**config.mk**
```make
export PLATFORM = sky130hd
export DESIGN_NAME = pq_arbiter_flat
export DESIGN_NICKNAME = d
export VERILOG_FILES = /design/src/rtl/pq_arbiter_if.sv /design/src/rtl/pq_arbiter.sv /design/src/flat_wrapper.sv
export SDC_FILE = /design/constraint.sdc
export NUM_CORES = 1
export LEC_CHECK = 0
export CORE_MARGIN = 1.5
export CORE_UTILIZATION = 38
export DETAILED_ROUTE_END_ITERATION = 8
export HOLD_SLACK_MARGIN = 0.03
export PLACE_DENSITY = 0.77
export SLEW_MARGIN = 20
export SYNTH_ARGS = -nofsm -noshare
export SYNTH_HDL_FRONTEND = slang
export SYNTH_SLANG_ARGS = --single-unit
```
**constraint.sdc**
```tcl
create_clock -name clk_i -period 4.08 [get_ports clk_i]
set_clock_uncertainty 0.15 [all_clocks]
set_input_delay 0.816 -clock clk_i [delete_from_list [all_inputs] [get_ports clk_i]]
set_output_delay 0.816 -clock clk_i [all_outputs]
set_load 0.005 [all_outputs]
```
**src/rtl/pq_arbiter_if.sv**
```systemverilog
// Requester, priority-queue and status signals of the shared priority-queue arbiter.
// The slave modport is the arbiter's view; master is the view of whatever drives it.
interface pq_arbiter_if #(
  parameter int N_REQ       = 4,
  parameter int QUEUE_DEPTH = 16,
  parameter int DATA_WIDTH  = 16,
  parameter int ID_WIDTH    = $clog2(QUEUE_DEPTH) + 1
);
  localparam int CNT_W = $clog2(QUEUE_DEPTH) + 1;

  logic [N_REQ-1:0]            req_push_i;
  logic [N_REQ-1:0]            req_pop_i;
  logic [N_REQ*DATA_WIDTH-1:0] req_data_i;
  logic [N_REQ*ID_WIDTH-1:0]   req_id_i;
  logic [N_REQ-1:0]            req_gnt_o;
  logic [N_REQ-1:0]            rsp_valid_o;
  logic [DATA_WIDTH-1:0]       rsp_data_o;
  logic [ID_WIDTH-1:0]         rsp_id_o;
  logic                        pq_push_o;
  logic                        pq_pop_o;
  logic [DATA_WIDTH-1:0]       pq_data_o;
  logic [ID_WIDTH-1:0]         pq_id_o;
  logic                        pq_rdy_i;
  logic                        pq_rsp_valid_i;
  logic [DATA_WIDTH-1:0]       pq_rsp_data_i;
  logic [ID_WIDTH-1:0]         pq_rsp_id_i;
  logic [CNT_W-1:0]            cnt_o;
  logic                        full_o;
  logic                        empty_o;
  logic                        spurious_o;

  modport slave (
    input  req_push_i, req_pop_i, req_data_i, req_id_i,
    input  pq_rdy_i, pq_rsp_valid_i, pq_rsp_data_i, pq_rsp_id_i,
    output req_gnt_o, rsp_valid_o, rsp_data_o, rsp_id_o,
    output pq_push_o, pq_pop_o, pq_data_o, pq_id_o,
    output cnt_o, full_o, empty_o, spurious_o
  );

  modport master (
    output req_push_i, req_pop_i, req_data_i, req_id_i,
    output pq_rdy_i, pq_rsp_valid_i, pq_rsp_data_i, pq_rsp_id_i,
    input  req_gnt_o, rsp_valid_o, rsp_data_o, rsp_id_o,
    input  pq_push_o, pq_pop_o, pq_data_o, pq_id_o,
    input  cnt_o, full_o, empty_o, spurious_o
  );
endinterface

```
**src/rtl/pq_arbiter.sv**
```systemverilog
// Round-robin arbiter sharing one priority queue between N_REQ requesters; tracks
// occupancy and routes pop responses back through an in-order tag FIFO.
module pq_arbiter #(
  parameter int N_REQ       = 4,
  parameter int QUEUE_DEPTH = 16,
  parameter int DATA_WIDTH  = 16,
  parameter int ID_WIDTH    = $clog2(QUEUE_DEPTH) + 1,
  parameter int MAX_OUTST   = 4
) (
  input logic         clk_i,
  input logic         rst_i,
  pq_arbiter_if.slave bus
);
  localparam int IDX_W  = (N_REQ > 1) ? $clog2(N_REQ) : 1;
  localparam int CNT_W  = $clog2(QUEUE_DEPTH) + 1;
  localparam int TAG_AW = (MAX_OUTST > 1) ? $clog2(MAX_OUTST) : 1;

  logic [IDX_W-1:0]      rr_ptr;
  logic [CNT_W-1:0]      cnt;
  logic [IDX_W-1:0]      tag_mem [MAX_OUTST];
  logic [TAG_AW-1:0]     tag_wr, tag_rd;
  logic [TAG_AW:0]       tag_cnt;
  logic                  tag_full, tag_empty;
  logic [IDX_W-1:0]      tag_head;

  logic [N_REQ-1:0]      is_push, is_pop, elig, gnt;
  logic                  push_ok, pop_ok, gnt_any, gnt_push, gnt_pop, rsp_hit;
  logic [IDX_W-1:0]      gnt_idx, cand;

  logic                  pq_push_p1, pq_pop_p1, spurious_p1;
  logic [DATA_WIDTH-1:0] pq_data_p1, rsp_data_p1;
  logic [ID_WIDTH-1:0]   pq_id_p1, rsp_id_p1;
  logic [N_REQ-1:0]      rsp_valid_p1;

  assign tag_full  = (tag_cnt == (TAG_AW+1)'(MAX_OUTST));
  assign tag_empty = (tag_cnt == '0);
  assign tag_head  = tag_mem[tag_rd];
  assign rsp_hit   = bus.pq_rsp_valid_i && !tag_empty;

  // Push wins over pop per requester; eligibility gated by occupancy, tag space and pq_rdy_i.
  always_comb begin
    is_push = bus.req_push_i;
    is_pop  = ~bus.req_push_i & bus.req_pop_i;
    push_ok = (cnt != CNT_W'(QUEUE_DEPTH));
    pop_ok  = (cnt != '0) && !tag_full;
    elig    = {N_REQ{bus.pq_rdy_i}} &
              ((is_push & {N_REQ{push_ok}}) | (is_pop & {N_REQ{pop_ok}}));
  end

  always_comb begin
    gnt_any = 1'b0;
    gnt_idx = '0;
    cand    = '0;
    for (int i = 0; i < N_REQ; i++) begin
      cand = IDX_W'((int'(rr_ptr) + i) % N_REQ);
      if (!gnt_any && elig[cand]) begin
        gnt_any = 1'b1;
        gnt_idx = cand;
      end
    end
    gnt      = gnt_any ? (N_REQ'(1) << gnt_idx) : '0;
    gnt_push = gnt_any && is_push[gnt_idx];
    gnt_pop  = gnt_any && is_pop[gnt_idx];
  end

  assign bus.req_gnt_o = gnt;

  // Stage p1: registered queue commands, occupancy, tag FIFO pointers and routed responses.
  always_ff @(posedge clk_i) begin
    if (rst_i) begin
      rr_ptr       <= '0;
      cnt          <= '0;
      tag_wr       <= '0;
      tag_rd       <= '0;
      tag_cnt      <= '0;
      pq_push_p1   <= 1'b0;
      pq_pop_p1    <= 1'b0;
      pq_data_p1   <= '0;
      pq_id_p1     <= '0;
      rsp_valid_p1 <= '0;
      rsp_data_p1  <= '0;
      rsp_id_p1    <= '0;
      spurious_p1  <= 1'b0;
    end else begin
      if (gnt_any)
        rr_ptr <= (gnt_idx == IDX_W'(N_REQ - 1)) ? '0 : gnt_idx + IDX_W'(1);

      case ({gnt_push, gnt_pop})
        2'b10:   cnt <= cnt + CNT_W'(1);
        2'b01:   cnt <= cnt - CNT_W'(1);
        default: cnt <= cnt;
      endcase

      if (gnt_pop) tag_wr <= tag_wr + TAG_AW'(1);
      if (rsp_hit) tag_rd <= tag_rd + TAG_AW'(1);
      case ({gnt_pop, rsp_hit})
        2'b10:   tag_cnt <= tag_cnt + (TAG_AW+1)'(1);
        2'b01:   tag_cnt <= tag_cnt - (TAG_AW+1)'(1);
        default: tag_cnt <= tag_cnt;
      endcase

      pq_push_p1 <= gnt_push;
      pq_pop_p1  <= gnt_pop;
      if (gnt_push) begin
        pq_data_p1 <= bus.req_data_i[gnt_idx*DATA_WIDTH +: DATA_WIDTH];
        pq_id_p1   <= bus.req_id_i[gnt_idx*ID_WIDTH +: ID_WIDTH];
      end

      rsp_valid_p1 <= rsp_hit ? (N_REQ'(1) << tag_head) : '0;
      spurious_p1  <= bus.pq_rsp_valid_i && tag_empty;
      if (rsp_hit) begin
        rsp_data_p1 <= bus.pq_rsp_data_i;
        rsp_id_p1   <= bus.pq_rsp_id_i;
      end
    end
  end

  always_ff @(posedge clk_i) begin
    if (gnt_pop) tag_mem[tag_wr] <= gnt_idx;
  end

  assign bus.pq_push_o   = pq_push_p1;
  assign bus.pq_pop_o    = pq_pop_p1;
  assign bus.pq_data_o   = pq_data_p1;
  assign bus.pq_id_o     = pq_id_p1;
  assign bus.rsp_valid_o = rsp_valid_p1;
  assign bus.rsp_data_o  = rsp_data_p1;
  assign bus.rsp_id_o    = rsp_id_p1;
  assign bus.spurious_o  = spurious_p1;
  assign bus.cnt_o       = cnt;
  assign bus.full_o      = (cnt == CNT_W'(QUEUE_DEPTH));
  assign bus.empty_o     = (cnt == '0);
endmodule
```
**src/flat_wrapper.sv**
```systemverilog
// flat-port wrapper written by rule: the top's interface ports become plain ports
module pq_arbiter_flat 
#(
  parameter int N_REQ       = 4,
  parameter int QUEUE_DEPTH = 16,
  parameter int DATA_WIDTH  = 16,
  parameter int ID_WIDTH    = $clog2(QUEUE_DEPTH) + 1,
  parameter int MAX_OUTST   = 4
)
  (clk_i, rst_i, bus_req_push_i, bus_req_pop_i, bus_req_data_i, bus_req_id_i, bus_pq_rdy_i, bus_pq_rsp_valid_i, bus_pq_rsp_data_i, bus_pq_rsp_id_i, bus_req_gnt_o, bus_rsp_valid_o, bus_rsp_data_o, bus_rsp_id_o, bus_pq_push_o, bus_pq_pop_o, bus_pq_data_o, bus_pq_id_o, bus_cnt_o, bus_full_o, bus_empty_o, bus_spurious_o);
  pq_arbiter_if #(.N_REQ(N_REQ), .QUEUE_DEPTH(QUEUE_DEPTH), .DATA_WIDTH(DATA_WIDTH), .ID_WIDTH(ID_WIDTH)) bus_i ();
  input logic clk_i;
  input logic rst_i;
  input wire logic [$bits(bus_i.req_push_i)-1:0] bus_req_push_i;
  input wire logic [$bits(bus_i.req_pop_i)-1:0] bus_req_pop_i;
  input wire logic [$bits(bus_i.req_data_i)-1:0] bus_req_data_i;
  input wire logic [$bits(bus_i.req_id_i)-1:0] bus_req_id_i;
  input wire logic [$bits(bus_i.pq_rdy_i)-1:0] bus_pq_rdy_i;
  input wire logic [$bits(bus_i.pq_rsp_valid_i)-1:0] bus_pq_rsp_valid_i;
  input wire logic [$bits(bus_i.pq_rsp_data_i)-1:0] bus_pq_rsp_data_i;
  input wire logic [$bits(bus_i.pq_rsp_id_i)-1:0] bus_pq_rsp_id_i;
  output wire logic [$bits(bus_i.req_gnt_o)-1:0] bus_req_gnt_o;
  output wire logic [$bits(bus_i.rsp_valid_o)-1:0] bus_rsp_valid_o;
  output wire logic [$bits(bus_i.rsp_data_o)-1:0] bus_rsp_data_o;
  output wire logic [$bits(bus_i.rsp_id_o)-1:0] bus_rsp_id_o;
  output wire logic [$bits(bus_i.pq_push_o)-1:0] bus_pq_push_o;
  output wire logic [$bits(bus_i.pq_pop_o)-1:0] bus_pq_pop_o;
  output wire logic [$bits(bus_i.pq_data_o)-1:0] bus_pq_data_o;
  output wire logic [$bits(bus_i.pq_id_o)-1:0] bus_pq_id_o;
  output wire logic [$bits(bus_i.cnt_o)-1:0] bus_cnt_o;
  output wire logic [$bits(bus_i.full_o)-1:0] bus_full_o;
  output wire logic [$bits(bus_i.empty_o)-1:0] bus_empty_o;
  output wire logic [$bits(bus_i.spurious_o)-1:0] bus_spurious_o;
  assign bus_i.req_push_i = bus_req_push_i;
  assign bus_i.req_pop_i = bus_req_pop_i;
  assign bus_i.req_data_i = bus_req_data_i;
  assign bus_i.req_id_i = bus_req_id_i;
  assign bus_i.pq_rdy_i = bus_pq_rdy_i;
  assign bus_i.pq_rsp_valid_i = bus_pq_rsp_valid_i;
  assign bus_i.pq_rsp_data_i = bus_pq_rsp_data_i;
  assign bus_i.pq_rsp_id_i = bus_pq_rsp_id_i;
  assign bus_req_gnt_o = bus_i.req_gnt_o;
  assign bus_rsp_valid_o = bus_i.rsp_valid_o;
  assign bus_rsp_data_o = bus_i.rsp_data_o;
  assign bus_rsp_id_o = bus_i.rsp_id_o;
  assign bus_pq_push_o = bus_i.pq_push_o;
  assign bus_pq_pop_o = bus_i.pq_pop_o;
  assign bus_pq_data_o = bus_i.pq_data_o;
  assign bus_pq_id_o = bus_i.pq_id_o;
  assign bus_cnt_o = bus_i.cnt_o;
  assign bus_full_o = bus_i.full_o;
  assign bus_empty_o = bus_i.empty_o;
  assign bus_spurious_o = bus_i.spurious_o;
  pq_arbiter #(.N_REQ(N_REQ), .QUEUE_DEPTH(QUEUE_DEPTH), .DATA_WIDTH(DATA_WIDTH), .ID_WIDTH(ID_WIDTH), .MAX_OUTST(MAX_OUTST)) u_core (.clk_i(clk_i), .rst_i(rst_i), .bus(bus_i));
endmodule
```
==> results.json, run 1 <==
{
  "status": "finished with violations",
  "violations": "negative setup slack",
  "tightestPinTransition_ps": 823,
  "hp-class": "reg -> reg",
  "cp-start-kind": "flip-flop",
  "power_leakage_nw": 2.52,
  "hold_ws_ps": 309,
  "ios": 177,
  "ys_types": 48,
  "relSlewSlack": 0.452,
  "critical_path.max_stage_delay_ps": 570,
  "worst_slack_ps": -52.9,
  "arrival_ps": 4250,
  "syn-num-nets": 561,
  "p_total_w": 0.00412,
  "avgSynthCellArea_um2": 9.22,
  "fin_crit_sh": 1.01,
  "regArea_um2": 1540,
  "worstSkewPairLatency_ps": 340,
  "overflow": 0,
  "wirelength_mm": 10.9,
  "synth_top_area_cell": "dfxtp_1",
  "crit_type": "reg -> reg",
  "synth_area_leaders": "dfxtp_1 33%, mux2i_1 12%, a21oi_1 7.0%",
  "drv_cap": 0,
  "netlist.area_leader.share": 0.329,
  "syn_area_um2": 3960,
  "critPathCaptureType": "flip-flop",
  "cts_num_sinks": 73,
  "critPathRequiredTime_ps": 4190,
  "grt_setup_unrepaired": "yes",
  "port_buffers": 176,
  "drive_gt1_frac": 0.148,
  "synth_edf_count": 8,
  "path_clk_slew_ps": 80,
  "grt_max_degree": 88,
  "slew_viol_final": 0,
  "fmax_mhz": 242,
  "core_area_um2": 10200,
  "drc": 0,
  "multiInputGateArea_um2": 2250,
  "htreeDepth": 3,
  "wl_per_cell_um": 14.1,
  "cp_max_fo": 4,
  "synthFlopType": "dfxtp_1",
  "place_congestion": 0.801,
  "holdBufCountCts": 0,
  "ir_drop_uv": 270,
  "setup_viol_count_final": 2,
  "dr.pass1.iters": 4,
  "power.density_nw_per_um2": 654,
  "hold_viol": 0,
  "pre_cts_ws_ps": -603,
  "path_cells": "or4_4 > o2111a_1 > or2_4 > mux2_4 > a211oi_4 > buf_6 > mux2i_4 > a2bb2oi_4 > ha_4 > inv_2 > fa_2 > inv_1 > a21o_1 > a21oi_2 > xnor2_1 > or3_1 > a21oi_1",
  "routed_via_density": 4.99,
  "tns_ps": -61.4,
  "numCtsBuffers": 9,
  "ys_warn_count": 0,
  "crit_slowest_cell": "or4_4",
  "finalNetCount": 764,
  "synth_seq_cells": 73,
  "clockRootBuffer": "clkbuf_8",
  "synth_most_common_cell": "nand2_1",
  "synthArstFlopShare": 0,
  "first_global_vias": 3853,
  "die_h_um": 105,
  "start_util": 0.387,
  "grt.total_usage": 0.191,
  "cts_tree": "yes",
  "min_period_ps": 4130,
  "first_iter_violations": 148,
  "grt_pass1_wl_mm": 17.2,
  "fp.dieW_um": 105,
  "rows": 37,
  "antenna_found_initial": 0,
  "fillers": 859,
  "ctsLongestPathBuffers": 2,
  "dieArea_um2": 11000,
  "antennaDiodeCount": 0,
  "hpwlAfterDp_mm": 7.88,
  "area_growth_pct": 59.4,
  "ant_nets": 0,
  "synth_commonest_cells": "70 x nand2_1, 65 x dfxtp_1, 55 x a21oi_1",
  "num_vias": 3858,
  "seq_area_frac_synth": 0.390,
  "syn_inst": 429
}
-- timing repair --
action                                  4_1_cts  5_1_grt
setup buffers                                10        2
endpoints found under the setup margin        7        8
pin swaps                                     7        7
resized for setup                            23        6
-- power breakdown --
part           total, W  internal (W)  leakage [nW]  switching (W)
sequential      0.00110      0.000967         0.606       0.000133
combinational   0.00248       0.00134          1.82        0.00114
clock          0.000540      0.000260        0.0911       0.000280
total           0.00412       0.00257          2.52        0.00156
-- cell families (layout without fill, tap and decap cells) --
logic type / Yosys count / in the layout / share of synthesized area
xor gates and xnor gates: 8 / 8 / 0.0177
buffers and inverters: 45 / 253 / 0.0591
muxes: 51 / 51 / 0.137
DFF: 73 / 73 / 0.390
adders and majority gates: 15 / 15 / 0.0512
AOI/OAI and AO/OA: 94 / 94 / 0.170
and+or+nand+nor: 143 / 143 / 0.176
-- flip-flops by register name, summed over array words and instances, names as in the netlist, 2 cells and up, named ones only --
| register | flops |
|---|---|
| u_core.tag_mem | 8 |
| u_core.rr_ptr | 2 |
| u_core.tag_rd | 2 |
| u_core.bus.rsp_data_o | 16 |
| u_core.tag_cnt | 3 |
| u_core.bus.rsp_valid_o | 4 |
| u_core.bus.pq_data_o | 16 |
| u_core.tag_wr | 2 |
| u_core.bus.cnt_o | 5 |
| u_core.bus.pq_id_o | 5 |
| u_core.bus.rsp_id_o | 5 |
-- cell usage in the layout, fill, tap and decap left out, types with 8 or more instances in the layout --
cell type	n
nor2_1	20
nand2b_1	23
edfxtp_1	8
clkdlybuf4s50_1	168
inv_1	10
dfxtp_1	63
ha_1	12
a221o_1	22
a21oi_1	52
nand2_1	70
buf_4	45
clkbuf_8	9
mux2i_1	44
-- worst paths after layout --
path                               start                     end  slack, ps  cells past startpoint
hold / removal    u_core.bus.rsp_id_o[0]  u_core.bus.rsp_id_o[0]        310                      2
setup / recovery     u_core.bus.cnt_o[0]     u_core.bus.cnt_o[4]        -50                     17
setup reg to reg     u_core.bus.cnt_o[0]     u_core.bus.cnt_o[4]        -50                     17
hold reg to reg   u_core.bus.rsp_id_o[0]  u_core.bus.rsp_id_o[0]        310                      2
-- per-layer routing --
metal / wire length [um] / global-route usage / part of all wire / vias up
met5: 0 / 0 / 0 / -
met4: 106 / 0.0616 / 0.0097 / 0
met3: 821 / 0.0536 / 0.076 / 14
met2: 5410 / 0.352 / 0.50 / 144
met1: 4540 / 0.210 / 0.42 / 1799
li1: - / - / - / 1901
-- worst max-delay path, delay by kind of cell, from the launching register on --
kind	cells	cell delay [ps]
multiplexers	2	530
buffers and inverters	3	290
XOR/XNOR	1	130
flip-flops	1	320
AO/OA/AOI/OAI	6	1000
adder cells (fa/ha/maj)	2	510
AND/OR/NAND/NOR	3	1120
-- stage by stage --
stage                     utilization  instance area [um^2]  std cells
after global placement          0.586                  5990        745
after CTS                       0.614                  6280        771
after floorplan                     -                  3980        429
after global routing            0.616                  6300        773
final                           0.616                  6300        773
after detailed placement        0.586                  5990        745
-- area by class of cell --
class / count / area share
well taps: 136 / 0.0270
clock buffers: 11 / 0.0242
clock inverters: 5 / 0.00595
multi-input cells: 311 / 0.357
repair buffers: 223 / 0.332
inverters: 14 / 0.00853
flip-flops and latches: 73 / 0.245
(Power assumes the default switching activity.)
==> inputs of run 2 (changes only) <==
SLEW_MARGIN = default   (was 20)
==> results of run 2 <==
The final DEF is identical to that of run 1; final timing and power are the same.
==> inputs of run 3 (changes only) <==
PLACE_DENSITY = 0.74   (was 0.77)
clock period = 5.29 ns   (was 4.08 ns; I/O delays follow)
==> results.json, run 3 (synthesized netlist as in run 1, its figures left out) <==
{
  "ant_nets": 0,
  "drive_gt1_frac": 0.0650,
  "cts_num_sinks": 73,
  "layout_common_cells": "175 x clkdlybuf4s50_1, 70 x nand2_1, 65 x dfxtp_1",
  "cts_tree": "yes",
  "ios": 177,
  "antenna_found_initial": 0,
  "slew_viol_final": 0,
  "cp_max_fo": 33,
  "cpLargestDelayFamily": "buffers and inverters",
  "crit_cells": 9,
  "fmax_mhz": 196,
  "first_global_vias": 3658,
  "arrival_ps": 3880,
  "power_leakage_nw": 2.33,
  "critPathRequiredTime_ps": 4080,
  "cts_setup_buffers": 0,
  "critical_path.max_stage_delay_ps": 530,
  "fillers": 903,
  "power.density_nw_per_um2": 490,
  "htreeDepth": 3,
  "min_period_ps": 5090,
  "start_util": 0.387,
  "wl_per_cell_um": 13.9,
  "status": "finished clean",
  "overflow": 0,
  "multiInputGateArea_um2": 2180,
  "numCtsBuffers": 9,
  "critPathBufInv": 3,
  "grt_setup_unrepaired": "no",
  "dr.pass1.iters": 4,
  "tns_ps": 0,
  "core_area_um2": 10200,
  "path_clk_slew_ps": 70,
  "combPwrFrac": 0.564,
  "routed_via_density": 4.90,
  "setup_viol_count_final": 0,
  "wirelength_mm": 10.2,
  "grt_pass1_wl_mm": 16.6,
  "hpwlAfterDp_mm": 7.75,
  "worstSkewPairLatency_ps": 340,
  "tightestPinTransition_ps": 792,
  "finalNetCount": 727,
  "num_vias": 3607,
  "fin_crit_sh": 0.962,
  "drv_cap": 0,
  "power.switching_w": 0.00111,
  "grt_max_degree": 50,
  "port_buffers": 176,
  "hold_ws_ps": 306,
  "hold_depth": 2,
  "antennaDiodeCount": 0,
  "p_seq_frac": 0.295,
  "place_congestion": 0.804,
  "hp-class": "reg -> reg",
  "area_growth_pct": 51.3,
  "final_common_cell": "clkdlybuf4s50_1",
  "internal_power_w": 0.00182,
  "dieArea_um2": 11000,
  "die_h_um": 105,
  "holdBufCountCts": 0,
  "critPathCaptureType": "output pin",
  "swShare": 0.379,
  "drc": 0,
  "first_iter_violations": 189,
  "relSlewSlack": 0.471,
  "ir_drop_uv": 339,
  "power_frac_clock": 0.140,
  "reg2reg_depth": 16,
  "clockRootBuffer": "clkbuf_8",
  "path_common_cell": "clkdlybuf4s50_1",
  "hold_viol": 0,
  "crit_slowest_cell": "clkdlybuf4s50_1",
  "fp.dieW_um": 105,
  "path_cells": "clkdlybuf4s50_1 > o2111a_1 > or2_1 > mux2_4 > a211oi_4 > buf_12 > ha_1 > nor2b_1 > clkdlybuf4s50_1",
  "cp-start-kind": "input pin",
  "grt.total_usage": 0.185,
  "cts_resized": 0,
  "utilization": 0.585,
  "ctsLongestPathBuffers": 2,
  "regArea_um2": 1540,
  "rows": 37,
  "crit_type": "in -> out"
}
run 3: cell count changes in the layout (fill, tap and decap cells not counted), sizes merged:
cell | before | now
clkbuf | 13 | 12
clkinvlp | 2 | 1
buf | 50 | 11
dlygate4sd2 | 3 | 0
inv | 13 | 12
clkinv | 4 | 5
clkdlybuf4s50 | 168 | 175
run 3: tightest hold or removal path: cells and delay by family (launching register included):
kind / cells / cell delay, ps
AND/OR/NAND/NOR: 1 / 50
AO/OA/AOI/OAI: 1 / 50
flip-flops: 1 / 310
run 3: final cells by class:
cell class,count,share of cell area
clock inverters,4,0.00439
well taps,136,0.0284
flip-flops and latches,73,0.258
clock buffers,12,0.0278
repair buffers,186,0.308
multi-input cells,311,0.365
inverters,14,0.00899
run 3: stage by stage:
stage                     instance area [um^2]  instances  total power, W  setup WS [ps]
after floorplan                           3960        429         0.00193            721
final                                     5980        736         0.00293            200
after detailed placement                  5790        720         0.00253            160
after global placement                    5790        720         0.00250            201
after CTS                                 5980        736         0.00296            153
after global routing                      5980        736         0.00316           48.7
run 3: final timing paths:
| kind | to | slack, ps | from |
|---|---|---|---|
| worst min register to register | u_core.bus.rsp_data_o[9] | 310 | u_core.bus.rsp_data_o[9] |
| worst max-delay path | bus_req_gnt_o[3] | 200 | bus_pq_rdy_i |
| worst min-delay path | u_core.bus.rsp_data_o[9] | 310 | u_core.bus.rsp_data_o[9] |
| worst max register to register | u_core.bus.cnt_o[4] | 730 | u_core.bus.cnt_o[0] |
run 3: power by group through the flow:
stage / registers [W] / clock network (W) / logic (W)
after global placement: 0.000867 / 0 / 0.00164
final: 0.000865 / 0.000411 / 0.00165
after global routing: 0.000886 / 0.000451 / 0.00182
after detailed placement: 0.000876 / 0 / 0.00166
after floorplan: 0.000862 / 0 / 0.00107
after CTS: 0.000867 / 0.000427 / 0.00167
run 3: metal layers:
layer / track usage / vias up / routed length, um / share of wire
met5: 0 / - / 0 / 0
met2: 0.333 / 136 / 4970 / 0.49
li1: - / 1826 / - / -
met4: 0.0489 / 0 / 78 / 0.0076
met3: 0.0530 / 7 / 770 / 0.075
met1: 0.214 / 1638 / 4400 / 0.43
==> edit 1, RTL diff (settings of run 2) <==
Make the reset (`rst_i`) asynchronous in one clocked block.
--- a/src/rtl/pq_arbiter.sv
+++ b/src/rtl/pq_arbiter.sv
@@ -67,5 +67,5 @@
 
   // Stage p1: registered queue commands, occupancy, tag FIFO pointers and routed responses.
-  always_ff @(posedge clk_i) begin
+  always_ff @(posedge clk_i or posedge rst_i) begin
     if (rst_i) begin
       rr_ptr       <= '0;
Behaviour: differs if rst_i is asserted again (counterexample within 4 cycles, from zero or initial values and one cycle with rst_i high); with rst_i held inactive, the same outputs for 4 cycles.
==> edit 1 against run 2 <==
  * Register-to-register slack gained 0.16 ns
  * Power grew 6.6%
  * Final cell count shrank 9.3%
  * Routed wire length shrank 4.4%
  * Critical path depth shrank 7
  * Worst setup slack gained 0.12 ns
  * Sequential cell count shrank 2
  * Cell area grew 2.3%
  * Area after synthesis grew 0.19%
  * Count of clock-buffer cells in the layout shrank 2
  * Die area grew 0.18%
  * Critical endpoint is now bus_req_gnt_o[3]
  * Highest routed layer unchanged
==> edit 1: results (changes against run 2) <==
Min path
  • Worst min-delay path startpoint: u_core.bus.rsp_data_o[12]$_DFFE_PP0P_
  • Worst Hold Path EP: u_core.bus.rsp_data_o[12]$_DFFE_PP0P_

Yosys
  • Synth Instances: 349 (-19%)
  • Ranking of synthesized cells by area: dfrtp_1, mux2i_1, nand2_1
  • Post-Syn Nets: 481 (-14%)
  • Number of library cell types mapped by synthesis: 45 (-6.3%)
  • Seq/Total Area, Yosys: 45.8% (+6.9 points)
  • Main synth FF type: dfrtp_1

Placed design
  • HPWL after DPL: 7890 µm (+0.19%)
  • Placed cell areas: 6070 µm² (+1.3%)

Cells and area
  • Filler cells: 824 (-4.1%)
  • Layout cells sized above 1: 18.6% (+3.8 points)

Pwr
  • Peak supply drop: 0.409 mV (+52%)
  • P_seq: 1260 µW (+15%)
  • Leak: 0.00290 µW (+15%)
  • Sequential power share: 28.7% (+2.0 points)
  • Comb pwr: 2550 µW (+3%)

Setup path
  • R2R Path End: u_core.tag_cnt[2]$_DFFE_PP0P_
  • Internal reg-to-reg setup slack: 0.11 ns (+0.16 ns)
  • Arr. time, crit path: 3.04 ns (-1.21 ns)
  • CP delay by family, top: compound AO/OA/AOI/OAI gates
  • Worst Setup SP: u_core.bus.cnt_o[1]$_DFFE_PP0P_

Route
  • Vias per inst: 4.87 (-2.3%)
  • Routed vias: 3417 (-11%)
  • Metal3 WL: 621 µm (-24%)
  • Iter 0 DRT Violations: 102 (-31%)
  • DR WL/cell: 14.8 µm (+5.4%)
  • Metal-1 WL: 4030 µm (-11%)
  • Met2 routed WL: 5500 µm (+1.7%)

Global routing
  • All-Layer GR Usage: 18.7% (-0.42 points)
  • Largest net degree at the start of global routing: 36 (-59%)
  • First-pass GRT wire length: 16600 µm (-3.8%)
  • GR Util met1: 20.9% (-0.16 points)
  • Vias in the first global route: 3502 (-9.1%)
  • Met2 usage: 34.3% (-0.93 points)

Timing
  • Final hold slack: 0.332 ns (+0.0228 ns)

Outcome
  • Status: finished, final reports clean
-- edit 1: changes by cell type after synthesis, moves of 7 or more --
cell      before  now
dfxtp_1       65    0
dfrtp_1        0   63
a21oi_1       55    3
nand2b_1      24    1
a221o_1       22    0
mux2i_1       47   63
nor2_1        20    6
clkbuf_1      18    6
mux2_4         1   11
mux2_2         0    8
mux2_1         1    8
-- edit 1: kinds of logic (layout without fill, tap and decap cells) --
family,count (synthesis),after routing,share of synthesized area [%]
adders and majority gates,15,15,5.11
muxes,92,92,25.8
buffers and inverters,33,249,3.91
AOI/OAI and AO/OA,26,26,5.84
xor gates and xnor gates,11,11,2.43
and+or+nand+nor,101,101,11.1
DFF,71,71,45.8
-- edit 1: layout make-up --
| type | instances | area, µm² | share of cell area (%) |
|---|---|---|---|
| timing repair buffer | 217 | 2070 | 32.1 |
| sequential | 71 | 1820 | 28.2 |
| tap | 136 | 170 | 2.64 |
| clock inverter | 7 | 80.1 | 1.24 |
| inverter | 16 | 60.1 | 0.931 |
| clock buffer | 9 | 124 | 1.92 |
| multi-input combinational | 245 | 2130 | 33.0 |
-- edit 1: what timing repair did --
action | 4_1_cts | 5_1_grt
buffers inserted | 8 | 1
pin swaps | 7 | 6
setup endpoints to repair | 6 | 5
hold buffers | 0 | 0
endpoints found under the hold margin | 0 | 0
gates resized for setup | 22 | 11
-- edit 1: stage by stage --
| step | util [%] | setup TNS [ns] | setup slack, ns |
|---|---|---|---|
| after global routing | 63.1 | -0.0978 | -0.0376 |
| after detailed placement | 59.3 | -2.67 | -0.422 |
| after floorplan | - | 0 | 0.000449 |
| final | 63.1 | 0 | 0.0720 |
| after global placement | 59.3 | -1.37 | -0.265 |
| after CTS | 62.7 | 0 | 0.0278 |
==> edit 2, RTL diff (settings of run 2) <==
Without the edit above. `QUEUE_DEPTH` is set to 16 in 3 places; all go to 32.
--- a/src/rtl/pq_arbiter_if.sv
+++ b/src/rtl/pq_arbiter_if.sv
@@ -3,5 +3,5 @@
 interface pq_arbiter_if #(
   parameter int N_REQ       = 4,
-  parameter int QUEUE_DEPTH = 16,
+  parameter int QUEUE_DEPTH = 32,
   parameter int DATA_WIDTH  = 16,
   parameter int ID_WIDTH    = $clog2(QUEUE_DEPTH) + 1
--- a/src/rtl/pq_arbiter.sv
+++ b/src/rtl/pq_arbiter.sv
@@ -3,5 +3,5 @@
 module pq_arbiter #(
   parameter int N_REQ       = 4,
-  parameter int QUEUE_DEPTH = 16,
+  parameter int QUEUE_DEPTH = 32,
   parameter int DATA_WIDTH  = 16,
   parameter int ID_WIDTH    = $clog2(QUEUE_DEPTH) + 1,
--- a/src/flat_wrapper.sv
+++ b/src/flat_wrapper.sv
@@ -3,5 +3,5 @@
 #(
   parameter int N_REQ       = 4,
-  parameter int QUEUE_DEPTH = 16,
+  parameter int QUEUE_DEPTH = 32,
   parameter int DATA_WIDTH  = 16,
   parameter int ID_WIDTH    = $clog2(QUEUE_DEPTH) + 1,
Ports: changed (5 resized); port bits go from 177 to 185. No check against the original RTL was run, so the function may have changed too.
==> edit 2 against run 2 <==
  * First-iteration DRC count is 91% higher
  * Area after synthesis is 3.8% higher
  * Cell area is 7.8% higher
  * Worst setup slack better by 0.11 ns
  * Non-clock buffer count is 21 higher
  * Routed wire length is 14% higher
  * Sequential cell count is 3 higher
  * Power is 6.4% higher
==> edit 2: results (changes against run 2) <==
Cells and area
  • Layout cells sized above 1: 17.0% (+2.2 points)
  • Filler cells: 841 (-2.1%)

Yosys
  • Post-synth top cells: nand2_1, dfxtp_1, a21oi_1
  • Async SR Flop Fraction: 0% (unchanged)
  • Number of library cell types mapped by synthesis: 52 (+8.3%)
  • Post-Syn Nets: 591 (+5.3%)
  • Ranking of synthesized cells by area: dfxtp_1, mux2i_1, nand2_1
  • Synth Instances: 453 (+5.6%)
  • Seq/Total Area, Yosys: 39.0% (about the same)

Route
  • TritonRoute pass-1 iters: 5 (+1)
  • Iter 0 DRT Violations: 283 (+91%)
  • Routed vias: 4129 (+7.0%)
  • DR WL/cell: 15.2 µm (+7.8%)
  • Vias per inst: 5.04 (+1.0%)

Timing
  • Max_slew headroom: 42.0% (-3.1 points)
  • Post-route setup TNS: 0 ns (+0.0614 ns)

Pwr
  • Peak supply drop: 0.305 mV (+13%)
  • Leak: 0.00276 µW (+9.5%)

Setup path
  • Crit path largest cell delay: 0.37 ns (-0.20 ns)
  • R2R depth: 19 (+2)
  • R2R Path End: u_core.bus.cnt_o[5]$_SDFFE_PP0P_
  • Crit-path slowest cell: dfxtp_4
  • Worst r2r src: u_core.bus.cnt_o[2]$_SDFFE_PP0P_
  • Internal reg-to-reg setup slack: 0.05 ns (+0.11 ns)

Global routing
  • First-pass GRT wire length: 18600 µm (+7.9%)
  • Largest net degree at the start of global routing: 57 (-35%)
  • Vias in the first global route: 4069 (+5.6%)
  • All-Layer GR Usage: 20.4% (+1.3 points)

Placed design
  • HPWL after DPL: 8860 µm (+13%)
  • Routability congestion estimate: 0.901 (+12%)
  • Number of I/O port buffers: 184 (+4.5%)
  • Placed Instances: 779 (+4.6%)

Outcome
  • Status: finished, final reports clean

Min path
  • Worst min-delay path startpoint: u_core.bus.rsp_data_o[11]$_SDFFE_PP0P_

CTS
  • TritonCTS Buffers: 9 (unchanged)
  • CTS H-tree lvls: 3 (unchanged)
-- edit 2: cell types whose count changed after synthesis, sizes merged, moves of 4 or more --
cell	delta
nand2	+4
nor2b	-6
nor2	+8
nor3	+5
-- edit 2: final cells by class --
class                      count  area (µm²)  share of cell area [%]
clock buffer                   9         124                    1.82
multi-input combinational    331        2480                    36.5
tap                          136         170                    2.50
timing repair buffer         244        2300                    33.8
inverter                      16        62.6                   0.920
sequential                    76        1610                    23.6
clock inverter                 7        56.3                   0.828
-- edit 2: power by group --
| part | switching, µW | leakage (µW) | internal, µW | total (µW) |
|---|---|---|---|---|
| combinational | 1300 | 0.00203 | 1430 | 2730 |
| sequential | 140 | 0.000631 | 974 | 1110 |
| clock | 306 | 0.0000929 | 231 | 537 |
| total | 1750 | 0.00276 | 2640 | 4380 |
-- edit 2: kinds of logic (layout without fill, tap and decap cells) --
kind of cell             count (synthesis)  in the layout  share of synthesized area [%]
AO/OA/AOI/OAI                           96             96                           16.8
XOR/XNOR                                 9              9                           1.92
adder cells (fa/ha/maj)                 16             16                           5.24
buffers and inverters                   46            276                           5.18
flip-flops                              76             76                           39.0
multiplexers                            53             53                           13.6
AND/OR/NAND/NOR                        157            157                           18.3
-- edit 2: worst max path at each step --
| stage | cells past startpoint | endpoint | slack, ns |
|---|---|---|---|
| after floorplan | 17 | u_core.bus.cnt_o[5]$_SDFFE_PP0P_ | 0.02 |
| after global placement | 16 | u_core.bus.cnt_o[5]$_SDFFE_PP0P_ | -0.26 |
| after detailed placement | 16 | u_core.bus.cnt_o[5]$_SDFFE_PP0P_ | -0.45 |
| after CTS | 17 | u_core.bus.cnt_o[5]$_SDFFE_PP0P_ | 0.01 |
| after global routing | 19 | u_core.bus.cnt_o[5]$_SDFFE_PP0P_ | -0.12 |
| final | 19 | u_core.bus.cnt_o[5]$_SDFFE_PP0P_ | 0.05 |
-- edit 2: tightest hold or removal path, cell delays in order, from the launching register on --
cell	delay (ns)
dfxtp_1	0.31
nand2_1	0.05
a21oi_1	0.05
-- edit 2: routing by layer --
| layer | GRT usage [%] | vias up | wire, µm |
|---|---|---|---|
| met5 | 0 | - | 0 |
| met3 | 5.47 | 26 | 1020 |
| met1 | 22.1 | 1893 | 4870 |
| met4 | 9.33 | 0 | 327 |
| li1 | - | 2025 | - |
| met2 | 37.0 | 185 | 6200 |
-- edit 2: timing repair --
action | 4_1_cts | 5_1_grt
gates resized for setup | 24 | 21
endpoints found under the setup margin | 5 | 5
pin swaps | 16 | 22
setup buffers | 14 | 11
-- edit 2: per-stage QoR --
stage                     util [%]  area, µm²
after detailed placement      60.4       6290
final                         65.2       6800
after global placement        60.4       6290
after CTS                     63.7       6630
after floorplan                  -       4170
after global routing          65.2       6800
